$ cat config.mk
export PLATFORM = sky130hd
export DESIGN_NAME = multicycle_control_unit_flat
export DESIGN_NICKNAME = d
export VERILOG_FILES = /design/src/rtl/multicycle_control_unit_if.sv /design/src/rtl/multicycle_control_unit.sv /design/src/flat_wrapper.sv
export SDC_FILE = /design/constraint.sdc
export NUM_CORES = 1
export LEC_CHECK = 0
export BUFFER_PORTS_ARGS = -buffer_cell sky130_fd_sc_hd__buf_2
export CAP_MARGIN = 20
export CORE_MARGIN = 10
export CORE_UTILIZATION = 43
export CTS_CLUSTER_DIAMETER = 30
export CTS_CLUSTER_SIZE = 40
export DETAILED_ROUTE_END_ITERATION = 8
export PLACE_DENSITY = 0.89
export SLEW_MARGIN = 20
export SYNTH_ARGS = -nofsm -noshare
export SYNTH_HDL_FRONTEND = slang
export SYNTH_SLANG_ARGS = --single-unit
$ cat constraint.sdc
create_clock -name clk -period 1.7 [get_ports clk]
set_input_delay 0.085 -clock clk [delete_from_list [all_inputs] [get_ports clk]]
set_output_delay 0.085 -clock clk [all_outputs]
set_load 0.01 [all_outputs]
$ cat src/rtl/multicycle_control_unit_if.sv
// Controller <-> datapath bundle for the multi-cycle RV32I control unit.
// master = controller side, slave = datapath/IR side.
interface multicycle_control_unit_if #(
   parameter int ALUCTRL_W = 4,
   parameter int IMMSRC_W  = 3,
   parameter int STATE_W   = 4
);
   logic [6:0]           Opcode;
   logic [2:0]           func3;
   logic                 func7b5;
   logic                 zero;
   logic                 neg;
   logic                 carry;
   logic                 ovf;
   logic                 mem_ready;
   logic                 PCWrite;
   logic                 AdrSrc;
   logic                 MemRead;
   logic                 MemWrite;
   logic                 IRWrite;
   logic [1:0]           ResultSrc;
   logic [1:0]           ALUSrcA;
   logic [1:0]           ALUSrcB;
   logic [IMMSRC_W-1:0]  ImmSrc;
   logic                 RegWrite;
   logic [ALUCTRL_W-1:0] ALUControl;
   logic [STATE_W-1:0]   state_o;
   logic                 illegal;

   modport master (
      input  Opcode, func3, func7b5, zero, neg, carry, ovf, mem_ready,
      output PCWrite, AdrSrc, MemRead, MemWrite, IRWrite, ResultSrc, ALUSrcA,
             ALUSrcB, ImmSrc, RegWrite, ALUControl, state_o, illegal
   );

   modport slave (
      output Opcode, func3, func7b5, zero, neg, carry, ovf, mem_ready,
      input  PCWrite, AdrSrc, MemRead, MemWrite, IRWrite, ResultSrc, ALUSrcA,
             ALUSrcB, ImmSrc, RegWrite, ALUControl, state_o, illegal
   );
endinterface

$ cat src/rtl/multicycle_control_unit.sv
// Multi-cycle RV32I controller FSM with memory-ready stalls.
// Optional macro ILLEGAL_TRAP_EN: unknown opcodes trap (sticky illegal) instead of executing as NOP.
module multicycle_control_unit #(
   parameter int ALUCTRL_W = 4,
   parameter int IMMSRC_W  = 3,
   parameter int STATE_W   = 4
) (
   input logic                       clk,
   input logic                       rst_n,
   multicycle_control_unit_if.master bus
);
   typedef enum logic [STATE_W-1:0] {
      S_FETCH    = STATE_W'(4'd0),
      S_DECODE   = STATE_W'(4'd1),
      S_MEMADR   = STATE_W'(4'd2),
      S_MEMREAD  = STATE_W'(4'd3),
      S_MEMWB    = STATE_W'(4'd4),
      S_MEMWRITE = STATE_W'(4'd5),
      S_EXECR    = STATE_W'(4'd6),
      S_EXECI    = STATE_W'(4'd7),
      S_ALUWB    = STATE_W'(4'd8),
      S_BRANCH   = STATE_W'(4'd9),
      S_JAL      = STATE_W'(4'd10),
      S_JALR     = STATE_W'(4'd11),
      S_LUI      = STATE_W'(4'd12),
      S_TRAP     = STATE_W'(4'd13)
   } state_t;

   localparam logic [6:0] OP_LOAD  = 7'b0000011;
   localparam logic [6:0] OP_STORE = 7'b0100011;
   localparam logic [6:0] OP_RTYPE = 7'b0110011;
   localparam logic [6:0] OP_ITYPE = 7'b0010011;
   localparam logic [6:0] OP_BR    = 7'b1100011;
   localparam logic [6:0] OP_JAL   = 7'b1101111;
   localparam logic [6:0] OP_JALR  = 7'b1100111;
   localparam logic [6:0] OP_LUI   = 7'b0110111;

   localparam logic [IMMSRC_W-1:0] IMM_I = IMMSRC_W'(3'd0);
   localparam logic [IMMSRC_W-1:0] IMM_S = IMMSRC_W'(3'd1);
   localparam logic [IMMSRC_W-1:0] IMM_B = IMMSRC_W'(3'd2);
   localparam logic [IMMSRC_W-1:0] IMM_J = IMMSRC_W'(3'd3);
   localparam logic [IMMSRC_W-1:0] IMM_U = IMMSRC_W'(3'd4);

   localparam logic [ALUCTRL_W-1:0] ALU_ADD  = ALUCTRL_W'(4'd0);
   localparam logic [ALUCTRL_W-1:0] ALU_SUB  = ALUCTRL_W'(4'd1);
   localparam logic [ALUCTRL_W-1:0] ALU_AND  = ALUCTRL_W'(4'd2);
   localparam logic [ALUCTRL_W-1:0] ALU_OR   = ALUCTRL_W'(4'd3);
   localparam logic [ALUCTRL_W-1:0] ALU_XOR  = ALUCTRL_W'(4'd4);
   localparam logic [ALUCTRL_W-1:0] ALU_SLT  = ALUCTRL_W'(4'd5);
   localparam logic [ALUCTRL_W-1:0] ALU_SLTU = ALUCTRL_W'(4'd6);
   localparam logic [ALUCTRL_W-1:0] ALU_SLL  = ALUCTRL_W'(4'd7);
   localparam logic [ALUCTRL_W-1:0] ALU_SRL  = ALUCTRL_W'(4'd8);
   localparam logic [ALUCTRL_W-1:0] ALU_SRA  = ALUCTRL_W'(4'd9);

   // SUB only for R-type (Opcode[5]=1); ADDI with IR[30] set is still ADD.
   function automatic logic [ALUCTRL_W-1:0] alu_decode(input logic [2:0] f3,
                                                       input logic f7b5,
                                                       input logic op5);
      logic [ALUCTRL_W-1:0] ctl;
      case (f3)
         3'b000:  if (f7b5 && op5) ctl = ALU_SUB; else ctl = ALU_ADD;
         3'b001:  ctl = ALU_SLL;
         3'b010:  ctl = ALU_SLT;
         3'b011:  ctl = ALU_SLTU;
         3'b100:  ctl = ALU_XOR;
         3'b101:  if (f7b5) ctl = ALU_SRA; else ctl = ALU_SRL;
         3'b110:  ctl = ALU_OR;
         3'b111:  ctl = ALU_AND;
         default: ctl = ALU_ADD;
      endcase
      return ctl;
   endfunction

   // Flags come from rs1-rs2; carry=1 means no borrow, i.e. rs1 >= rs2 unsigned.
   function automatic logic branch_taken(input logic [2:0] f3, input logic z,
                                         input logic n, input logic c, input logic v);
      logic t;
      case (f3)
         3'b000:  t = z;
         3'b001:  t = ~z;
         3'b100:  t = n ^ v;
         3'b101:  t = ~(n ^ v);
         3'b110:  t = ~c;
         3'b111:  t = c;
         default: t = 1'b0;
      endcase
      return t;
   endfunction

   state_t state_q, state_d;
`ifdef ILLEGAL_TRAP_EN
   logic illegal_q, illegal_d;
`endif

   logic                 pc_write_s, adr_src_s, mem_read_s, mem_write_s, ir_write_s, reg_write_s;
   logic [1:0]           result_src_s, alu_src_a_s, alu_src_b_s;
   logic [IMMSRC_W-1:0]  imm_src_s;
   logic [ALUCTRL_W-1:0] alu_ctrl_s;

   // Next-state logic.
   always_comb begin
      state_d = state_q;
`ifdef ILLEGAL_TRAP_EN
      illegal_d = illegal_q;
`endif
      case (state_q)
         S_FETCH:    if (bus.mem_ready) state_d = S_DECODE; else state_d = S_FETCH;
         S_DECODE: begin
            case (bus.Opcode)
               OP_LOAD, OP_STORE: state_d = S_MEMADR;
               OP_RTYPE:          state_d = S_EXECR;
               OP_ITYPE:          state_d = S_EXECI;
               OP_BR:             state_d = S_BRANCH;
               OP_JAL:            state_d = S_JAL;
               OP_JALR:           state_d = S_JALR;
               OP_LUI:            state_d = S_LUI;
               default: begin
`ifdef ILLEGAL_TRAP_EN
                  state_d   = S_TRAP;
                  illegal_d = 1'b1;
`else
                  state_d   = S_FETCH;
`endif
               end
            endcase
         end
         S_MEMADR:   if (bus.Opcode[5]) state_d = S_MEMWRITE; else state_d = S_MEMREAD;
         S_MEMREAD:  if (bus.mem_ready) state_d = S_MEMWB; else state_d = S_MEMREAD;
         S_MEMWB:    state_d = S_FETCH;
         S_MEMWRITE: if (bus.mem_ready) state_d = S_FETCH; else state_d = S_MEMWRITE;
         S_EXECR:    state_d = S_ALUWB;
         S_EXECI:    state_d = S_ALUWB;
         S_ALUWB:    state_d = S_FETCH;
         S_BRANCH:   state_d = S_FETCH;
         S_JAL:      state_d = S_ALUWB;
         S_JALR:     state_d = S_ALUWB;
         S_LUI:      state_d = S_FETCH;
`ifdef ILLEGAL_TRAP_EN
         S_TRAP:     state_d = S_TRAP;
`else
         S_TRAP:     state_d = S_FETCH;
`endif
         default:    state_d = S_FETCH;
      endcase
   end

   // State register; async reset lands in FETCH so all write strobes drop at once.
   always_ff @(posedge clk or negedge rst_n) begin
      if (!rst_n) begin
         state_q <= S_FETCH;
      end else begin
         state_q <= state_d;
      end
   end

`ifdef ILLEGAL_TRAP_EN
   // Sticky illegal-opcode flag.
   always_ff @(posedge clk or negedge rst_n) begin
      if (!rst_n) begin
         illegal_q <= 1'b0;
      end else begin
         illegal_q <= illegal_d;
      end
   end
   assign bus.illegal = illegal_q;
`else
   assign bus.illegal = 1'b0;
`endif

   // Control decode from state; only the fetch/branch PC strobes look at live inputs.
   always_comb begin
      pc_write_s   = 1'b0;
      adr_src_s    = 1'b0;
      mem_read_s   = 1'b0;
      mem_write_s  = 1'b0;
      ir_write_s   = 1'b0;
      reg_write_s  = 1'b0;
      result_src_s = 2'd0;
      alu_src_a_s  = 2'd0;
      alu_src_b_s  = 2'd0;
      imm_src_s    = IMM_I;
      alu_ctrl_s   = ALU_ADD;
      case (state_q)
         S_FETCH: begin
            mem_read_s   = 1'b1;
            alu_src_b_s  = 2'd2;
            result_src_s = 2'd2;
            pc_write_s   = bus.mem_ready;
            ir_write_s   = bus.mem_ready;
         end
         S_DECODE: begin
            alu_src_a_s = 2'd1;
            alu_src_b_s = 2'd1;
            if (bus.Opcode == OP_JAL) imm_src_s = IMM_J; else imm_src_s = IMM_B;
         end
         S_MEMADR: begin
            alu_src_a_s = 2'd2;
            alu_src_b_s = 2'd1;
            if (bus.Opcode[5]) imm_src_s = IMM_S; else imm_src_s = IMM_I;
         end
         S_MEMREAD: begin
            mem_read_s = 1'b1;
            adr_src_s  = 1'b1;
         end
         S_MEMWB: begin
            result_src_s = 2'd1;
            reg_write_s  = 1'b1;
         end
         S_MEMWRITE: begin
            mem_write_s = 1'b1;
            adr_src_s   = 1'b1;
         end
         S_EXECR: begin
            alu_src_a_s = 2'd2;
            alu_ctrl_s  = alu_decode(bus.func3, bus.func7b5, bus.Opcode[5]);
         end
         S_EXECI: begin
            alu_src_a_s = 2'd2;
            alu_src_b_s = 2'd1;
            alu_ctrl_s  = alu_decode(bus.func3, bus.func7b5, bus.Opcode[5]);
         end
         S_ALUWB:    reg_write_s = 1'b1;
         S_BRANCH: begin
            alu_src_a_s = 2'd2;
            alu_ctrl_s  = ALU_SUB;
            pc_write_s  = branch_taken(bus.func3, bus.zero, bus.neg, bus.carry, bus.ovf);
         end
         S_JAL: begin
            alu_src_a_s = 2'd1;
            alu_src_b_s = 2'd2;
            pc_write_s  = 1'b1;
         end
         S_JALR: begin
            alu_src_a_s  = 2'd2;
            alu_src_b_s  = 2'd1;
            result_src_s = 2'd2;
            pc_write_s   = 1'b1;
         end
         S_LUI: begin
            imm_src_s    = IMM_U;
            result_src_s = 2'd3;
            reg_write_s  = 1'b1;
         end
         default: pc_write_s = 1'b0;
      endcase
   end

   assign bus.PCWrite    = pc_write_s;
   assign bus.AdrSrc     = adr_src_s;
   assign bus.MemRead    = mem_read_s;
   assign bus.MemWrite   = mem_write_s;
   assign bus.IRWrite    = ir_write_s;
   assign bus.ResultSrc  = result_src_s;
   assign bus.ALUSrcA    = alu_src_a_s;
   assign bus.ALUSrcB    = alu_src_b_s;
   assign bus.ImmSrc     = imm_src_s;
   assign bus.RegWrite   = reg_write_s;
   assign bus.ALUControl = alu_ctrl_s;
   assign bus.state_o    = state_q;
endmodule

$ cat src/flat_wrapper.sv
// flat-port wrapper written by rule: the top's interface ports become plain ports
module multicycle_control_unit_flat 
#(
   parameter int ALUCTRL_W = 4,
   parameter int IMMSRC_W  = 3,
   parameter int STATE_W   = 4
)
  (clk, rst_n, bus_Opcode, bus_func3, bus_func7b5, bus_zero, bus_neg, bus_carry, bus_ovf, bus_mem_ready, bus_PCWrite, bus_AdrSrc, bus_MemRead, bus_MemWrite, bus_IRWrite, bus_ResultSrc, bus_ALUSrcA, bus_ALUSrcB, bus_ImmSrc, bus_RegWrite, bus_ALUControl, bus_state_o, bus_illegal);
  multicycle_control_unit_if #(.ALUCTRL_W(ALUCTRL_W), .IMMSRC_W(IMMSRC_W), .STATE_W(STATE_W)) bus_i ();
  input logic clk;
  input logic rst_n;
  input wire logic [$bits(bus_i.Opcode)-1:0] bus_Opcode;
  input wire logic [$bits(bus_i.func3)-1:0] bus_func3;
  input wire logic [$bits(bus_i.func7b5)-1:0] bus_func7b5;
  input wire logic [$bits(bus_i.zero)-1:0] bus_zero;
  input wire logic [$bits(bus_i.neg)-1:0] bus_neg;
  input wire logic [$bits(bus_i.carry)-1:0] bus_carry;
  input wire logic [$bits(bus_i.ovf)-1:0] bus_ovf;
  input wire logic [$bits(bus_i.mem_ready)-1:0] bus_mem_ready;
  output wire logic [$bits(bus_i.PCWrite)-1:0] bus_PCWrite;
  output wire logic [$bits(bus_i.AdrSrc)-1:0] bus_AdrSrc;
  output wire logic [$bits(bus_i.MemRead)-1:0] bus_MemRead;
  output wire logic [$bits(bus_i.MemWrite)-1:0] bus_MemWrite;
  output wire logic [$bits(bus_i.IRWrite)-1:0] bus_IRWrite;
  output wire logic [$bits(bus_i.ResultSrc)-1:0] bus_ResultSrc;
  output wire logic [$bits(bus_i.ALUSrcA)-1:0] bus_ALUSrcA;
  output wire logic [$bits(bus_i.ALUSrcB)-1:0] bus_ALUSrcB;
  output wire logic [$bits(bus_i.ImmSrc)-1:0] bus_ImmSrc;
  output wire logic [$bits(bus_i.RegWrite)-1:0] bus_RegWrite;
  output wire logic [$bits(bus_i.ALUControl)-1:0] bus_ALUControl;
  output wire logic [$bits(bus_i.state_o)-1:0] bus_state_o;
  output wire logic [$bits(bus_i.illegal)-1:0] bus_illegal;
  assign bus_i.Opcode = bus_Opcode;
  assign bus_i.func3 = bus_func3;
  assign bus_i.func7b5 = bus_func7b5;
  assign bus_i.zero = bus_zero;
  assign bus_i.neg = bus_neg;
  assign bus_i.carry = bus_carry;
  assign bus_i.ovf = bus_ovf;
  assign bus_i.mem_ready = bus_mem_ready;
  assign bus_PCWrite = bus_i.PCWrite;
  assign bus_AdrSrc = bus_i.AdrSrc;
  assign bus_MemRead = bus_i.MemRead;
  assign bus_MemWrite = bus_i.MemWrite;
  assign bus_IRWrite = bus_i.IRWrite;
  assign bus_ResultSrc = bus_i.ResultSrc;
  assign bus_ALUSrcA = bus_i.ALUSrcA;
  assign bus_ALUSrcB = bus_i.ALUSrcB;
  assign bus_ImmSrc = bus_i.ImmSrc;
  assign bus_RegWrite = bus_i.RegWrite;
  assign bus_ALUControl = bus_i.ALUControl;
  assign bus_state_o = bus_i.state_o;
  assign bus_illegal = bus_i.illegal;
  multicycle_control_unit #(.ALUCTRL_W(ALUCTRL_W), .IMMSRC_W(IMMSRC_W), .STATE_W(STATE_W)) u_core (.clk(clk), .rst_n(rst_n), .bus(bus_i));
endmodule
==> key figures, run 1 <==
Cells and area
  – Most frequent cells in the layout: buf_2, nor2_1, nand2_1, a21oi_1, buf_4
  – Max reg flops: 4
  – Layout area overhead: 37.9%
  – Fillers: 139
  – Antenna cells: 0
  – Final net count: 175
  – Share of cells above drive strength 1: approximately two fifths
  – Util after Layout: 64.8%
  – Most common cell after layout, fill and taps aside: buf_2

Timing
  – RSZ-0062 raised after global routing: false
  – Endpoints failing setup: 0
  – F_max: a little over 600 MHz
  – Max Slew Vio Count: 0
  – Final hold vios: 0
  – Ratio of final minimum period to clock period: 94.8%
  – Worst-case clock skew: 0.00332 ns
  – Total negative setup slack: 0 ns
  – Period minus WS final: 1.61 ns

Global route
  – Vias in the first global route: 902
  – Initial antenna violation count: 0
  – Total GRT Usage: 13.3%
  – First-pass GRT wire length: 3.91 mm
  – Largest net degree at the start of global routing: 21
  – Grt ovf: 0

Power
  – Power Density: 492 mW/mm2
  – Max IR drop VDD: 0.402 mV
  – Leakage: 0.514 nW

Placement
  – Post-DP HPWL: 1.98 mm
  – Final GP Congestion: 0.975
  – I/O Buffers: 40

Clock network
  – Root buffer cell: clkbuf_4
  – CTS tree: yes
  – Clock Latency Late Sink: 0.23 ns
  – Reg clk slew, reported paths: 0.04 ns
  – Sink Count: 4
  – Clock tree buffer depth: 2
  – Htree depth: 1
  – Cts bufs inserted: 3

Flow run
  – Max-cap violations: 0

Synth
  – Yosys Warn Count: 0
  – Seq/Total Area, Yosys: between 10 and 15%
  – Post-synth design cell area: 733 um2
  – Syn nets: approximately 130
  – Number of synthesized register bits: 4
  – Post-Syn Area per Cell: 6.49 um2
  – Post-synthesis cell type count: 40
  – Synth Instances: roughly 110

Floorplanning
  – Die width: around 61 um
  – Die area: 0.00376 mm2
  – Initial Utilization: a little under half
  – Die Ht: about 61 um
  – Ports: 42
  – Row cnt: 14
  – Core area: approximately 0.0016 mm2

Drt
  – Iteration-0 DRC count of the detailed router: 29
  – DR DRC count: 0
  – Via count: between 900 and 1,000
  – Post-Route WL: 2.42 mm
  – Antenna-violating nets left: 0
  – Routed WL per cell: 14.1 um
  – 1st-pass router iterations: 4
  – DR vias/cell: 5.51

Worst setup path
  – Crit path from: u_core.bus.state_o[1]
  – Worst-path maximum fanout: 12
  – Crit-path cells: buf_6, nor2b_1, or2_1, o21ai_2, o22ai_1, buf_2
  – Worst Setup End Kind: output port
  – Critical Path RT: 1.62 ns
  – Crit Path Class: reg -> out
  – CP startpoint kind: flip-flop
  – Crit path DAT: about 1.5 ns
  – Max incr delay on CP: 0.42 ns
  – Crit-path slowest cell: dfrtp_1
  – R2R Path Start: u_core.bus.state_o[1]

Min path
  – Hold Crit Start: bus_Opcode[5]
  – Worst hold path class: in -> reg

Status
  – Status: complete, no violations
## Yosys cell counts (all sizes together)
library cell / instances / area share [%]
clkbuf: 2 / 1.0
mux2: 1 / 1.5
xor2: 1 / 1.2
and2: 1 / 0.85
nor3b: 1 / 1.0
o21ai: 9 / 6.1
a21oi: 8 / 5.5
nand2: 8 / 4.1
nor4b: 1 / 1.2
nor2: 18 / 9.2
nand3b: 3 / 3.1
a221oi: 1 / 1.2
o21ba: 1 / 1.4
a2bb2oi: 2 / 2.4
buf: 7 / 5.1
and3: 3 / 2.6
inv: 4 / 2.0
conb: 1 / 0.51
nor3: 3 / 2.0
nand2b: 4 / 4.4
o32ai: 1 / 1.2
a21o: 1 / 1.0
or2: 5 / 4.3
nor2b: 5 / 4.3
nor4: 1 / 0.85
a211oi: 2 / 2.7
xnor2: 4 / 4.8
or3: 1 / 1.5
mux2i: 2 / 2.7
nand3: 5 / 3.4
o22ai: 1 / 0.85
and2b: 1 / 1.0
a22o: 1 / 1.2
dfrtp: 4 / 14
## routing by layer
metal	up-vias	GRT usage, %	routed length [um]
met3	4	4.94	221
met4	0	4.56	23
li1	473	-	-
met5	-	0	0
met2	36	24.3	1260
met1	429	13.6	911
## metrics by stage
stage / hold slack, ns / worst slack, ns / cells / cell area (um2) / power, W
finish: 0.183 / 0.0892 / 171 / 1010 / 0.000497
global route: 0.191 / 0.00724 / 171 / 1010 / 0.000539
CTS: 0.182 / 0.0171 / 168 / 978 / 0.000485
detailed placement: -0.110 / 0.231 / 164 / 938 / 0.000365
global placement: -0.111 / 0.261 / 164 / 938 / 0.000358
floorplan: -0.211 / 0.280 / 113 / 733 / 0.000267
## worst paths after layout
kind	to	slack [ns]	cells after the start
max	bus_ALUSrcB[0]	0.09	6
min	u_core.bus.state_o[3]	0.18	3
max reg2reg	u_core.bus.state_o[0]	0.19	5
min reg2reg	u_core.bus.state_o[2]	0.62	2
max in group asynchronous	u_core.bus.state_o[3]	1.37	2
min in group asynchronous	u_core.bus.state_o[2]	0.21	2
## report_power, final
group	internal [W]	switching, W	leakage (nW)	total [W]
sequential	0.000102	0.0000108	0.0513	0.000113
combinational	0.000124	0.000147	0.449	0.000271
clock	0.0000787	0.0000346	0.0138	0.000113
## logic make-up (layout without fill, tap and decap cells)
kind of cell,after synthesis,in the layout,synth area share [%]
other,1,1,0.511
xor gates and xnor gates,5,5,5.97
AOI/OAI and AO/OA,27,27,23.6
muxes,3,3,4.27
DFF,4,4,13.7
and+or+nand+nor,60,60,43.9
buffers and inverters,13,55,8.19
## final cells by class
class,instances,area (um2),area share (%)
tap,16,20.0,1.98
inverter,4,15.0,1.49
clock buffer,3,22.5,2.23
timing repair buffer,48,267,26.4
multi-input combinational,96,584,57.8
sequential,4,103,10.1
## worst max-delay path: cells and delay by family, from the launching register on
kind	cells	cell delay [ns]
AND/OR/NAND/NOR	2	0.37
flip-flops	1	0.42
AO/OA/AOI/OAI	2	0.20
buffers and inverters	2	0.31
## repair_timing
action / in CTS / in global routing
endpoints found under the setup margin: 1 / 3
setup buffers: 0 / 3
endpoints found under the hold margin: 4 / 0
resized for setup: 1 / 4
pin swaps: 0 / 1
hold buffers: 1 / 0
Power figures use the tool's default switching activity.
==> run 2: changes to the inputs <==
Settings changed: BUFFER_PORTS_ARGS -buffer_cell sky130_fd_sc_hd__buf_2 to unset, CORE_AREA set to 10 10 47 49, CORE_MARGIN 10 to unset, CORE_UTILIZATION 43 to unset, DIE_AREA set to 0 0 57 59, DONT_BUFFER_PORTS set to 1, PLACE_DENSITY 0.89 to 0.8.
==> key figures, run 2 (synthesis gave the netlist of run 1 again) <==
Status
  – Status: complete, no violations (unchanged)

Floorplanning
  – Die area: 0.00336 mm2 (was 0.00376 mm2)
  – Core area: 0.00140 mm2 (was 0.00156 mm2)
  – Die width: 57 um (was 61.3 um)
  – Initial Utilization: 52.3% (was 47.0%)
  – Ports: 42 (unchanged)
  – Row cnt: 14 (unchanged)
  – Die Ht: 59 um (was 61.3 um)

Cells and area
  – Count of non-filler cells in the finished layout: 131 (was 171)
  – Fillers: 144 (was 139)
  – Most common cell after layout, fill and taps aside: nor2_1 (was buf_2)
  – Layout area overhead: 11.9% (was 37.9%)
  – Share of cells above drive strength 1: 14.8% (was 38.1%)
  – Max reg flops: 4 (unchanged)
  – Most frequent cells in the layout: nor2_1, nand2_1, a21oi_1 (was buf_2, nor2_1, nand2_1, a21oi_1, buf_4)
  – Antenna cells: 0 (unchanged)
  – Final net count: 135 (was 175)

Power
  – Tot Pwr: 0.000447 W (was 0.000497 W)
  – Power Density: 544 mW/mm2 (was 492 mW/mm2)
  – Max IR drop VDD: 0.269 mV (was 0.402 mV)
  – Leakage: 0.336 nW (was 0.514 nW)

Clock network
  – Clock tree buffer depth: 2 (unchanged)
  – Clock Latency Late Sink: 0.25 ns (was 0.23 ns)
  – CTS tree: yes (unchanged)
  – Sink Count: 4 (unchanged)
  – Cts bufs inserted: 3 (unchanged)
  – Htree depth: 1 (unchanged)
  – Reg clk slew, reported paths: 0.05 ns (was 0.04 ns)
  – Root buffer cell: clkbuf_4 (unchanged)

Timing
  – Total negative setup slack: 0 ns (unchanged)
  – RSZ-0062 raised after global routing: false (unchanged)
  – F_max: 600 MHz (was 621 MHz)
  – Ratio of final minimum period to clock period: 98.0% (was 94.8%)
  – Worst-case clock skew: 0.0124 ns (was 0.00332 ns)
  – Max Slew Vio Count: 0 (unchanged)
  – Period minus WS final: 1.67 ns (was 1.61 ns)
  – Endpoints failing setup: 0 (unchanged)
  – Final hold vios: 0 (unchanged)

Global route
  – Vias in the first global route: 854 (was 902)
  – Grt ovf: 0 (unchanged)
  – Largest net degree at the start of global routing: 21 (unchanged)
  – Total GRT Usage: 13.8% (was 13.3%)
  – First-pass GRT wire length: 3.86 mm (was 3.91 mm)
  – Initial antenna violation count: 0 (unchanged)

Worst setup path
  – Reg2reg setup slack: 0.31 ns (was 0.19 ns)
  – Worst-path maximum fanout: 6 (was 12)
  – Critical Path RT: 1.62 ns (about the same)
  – Worst reg-to-reg path cell count: 4 (was 5)
  – R2R Path Start: u_core.bus.state_o[1] (unchanged)
  – Crit path DAT: 1.58 ns (was 1.53 ns)
  – Worst Setup End Kind: output port (unchanged)
  – CP startpoint kind: flip-flop (unchanged)
  – Crit Path Class: reg -> out (unchanged)
  – Crit Reg-Reg Endpoint: u_core.bus.state_o[0] (unchanged)

Flow run
  – Max-cap violations: 0 (unchanged)

Placement
  – Final GP Congestion: 0.832 (was 0.975)
  – Post-DP HPWL: 1.85 mm (was 1.98 mm)
  – Cells after DPL: 126 (was 164)
  – I/O Buffers: 0 (was 40)

Drt
  – DR DRC count: 0 (unchanged)
  – Routed WL per cell: 18.1 um (was 14.1 um)
  – Iteration-0 DRC count of the detailed router: 23 (was 29)
  – Antenna-violating nets left: 0 (unchanged)
  – Post-Route WL: 2.37 mm (was 2.42 mm)
  – Via count: 818 (was 942)
  – 1st-pass router iterations: 4 (unchanged)
  – DR vias/cell: 6.24 (was 5.51)

Min path
  – Hold path endpoint: u_core.bus.state_o[3] (unchanged)
  – Worst hold path class: in -> reg (unchanged)
  – Hold Crit Start: bus_Opcode[2] (was bus_Opcode[5])
  – Worst hold stages: 2 (was 3)
[run 2: per-stage QoR]
stage,util (%),setup WS [ns],hold WS [ns],instance area [um2]
floorplan,-,0.280,-0.211,733
global placement,53.8,0.347,-0.210,753
detailed placement,53.8,0.301,-0.210,753
CTS,56.8,0.0363,0.0579,796
global route,58.6,0.0176,0.0704,821
finish,58.6,0.0332,0.0615,821
[run 2: critical path, cell delays in order (launching register included)]
cell	delay, ns
dfrtp_1	0.41
nand2b_4	0.18
or2_2	0.32
o32ai_2	0.26
buf_4	0.16
[run 2: worst max path at each step]
stage	startpoint	to	slack (ns)	cells after the start
CTS	u_core.bus.state_o[1]	bus_ALUSrcB[0]	0.04	5
detailed placement	u_core.bus.state_o[1]	bus_ALUSrcB[0]	0.30	5
global route	u_core.bus.state_o[1]	bus_PCWrite	0.02	4
floorplan	u_core.bus.state_o[1]	bus_PCWrite	0.28	3
global placement	u_core.bus.state_o[0]	bus_ALUSrcB[0]	0.35	5
finish	u_core.bus.state_o[1]	bus_PCWrite	0.03	4
[run 2: timing repair]
action                                  4_1_cts  5_1_grt
setup buffers                                 0        0
resized for setup                             0        5
hold buffers                                  2        0
endpoints found under the setup margin        0        2
hold endpoints to repair                      5        0
[run 2: area by class of cell]
class	count	area, um2	area share [%]
clock buffers	3	22.5	2.74
inverters	4	15.0	1.83
multi-input cells	96	591	72.0
flip-flops and latches	4	100	12.2
well taps	16	20.0	2.44
repair buffers	8	72.6	8.84
[run 2: report_power, final]
group / switching (W) / internal, W / leakage (nW)
Combinational: 0.000121 / 0.0000867 / 0.269
Sequential: 0.00000692 / 0.000101 / 0.0541
Clock: 0.0000509 / 0.0000798 / 0.0138
Total: 0.000179 / 0.000268 / 0.336
[run 2: per-layer routing]
layer	up-vias	part of all wire (%)	track usage [%]
met3	8	10	6.01
li1	390	-	-
met5	-	0	0
met2	35	55	25.9
met1	385	32	11.8
met4	0	3.0	8.39
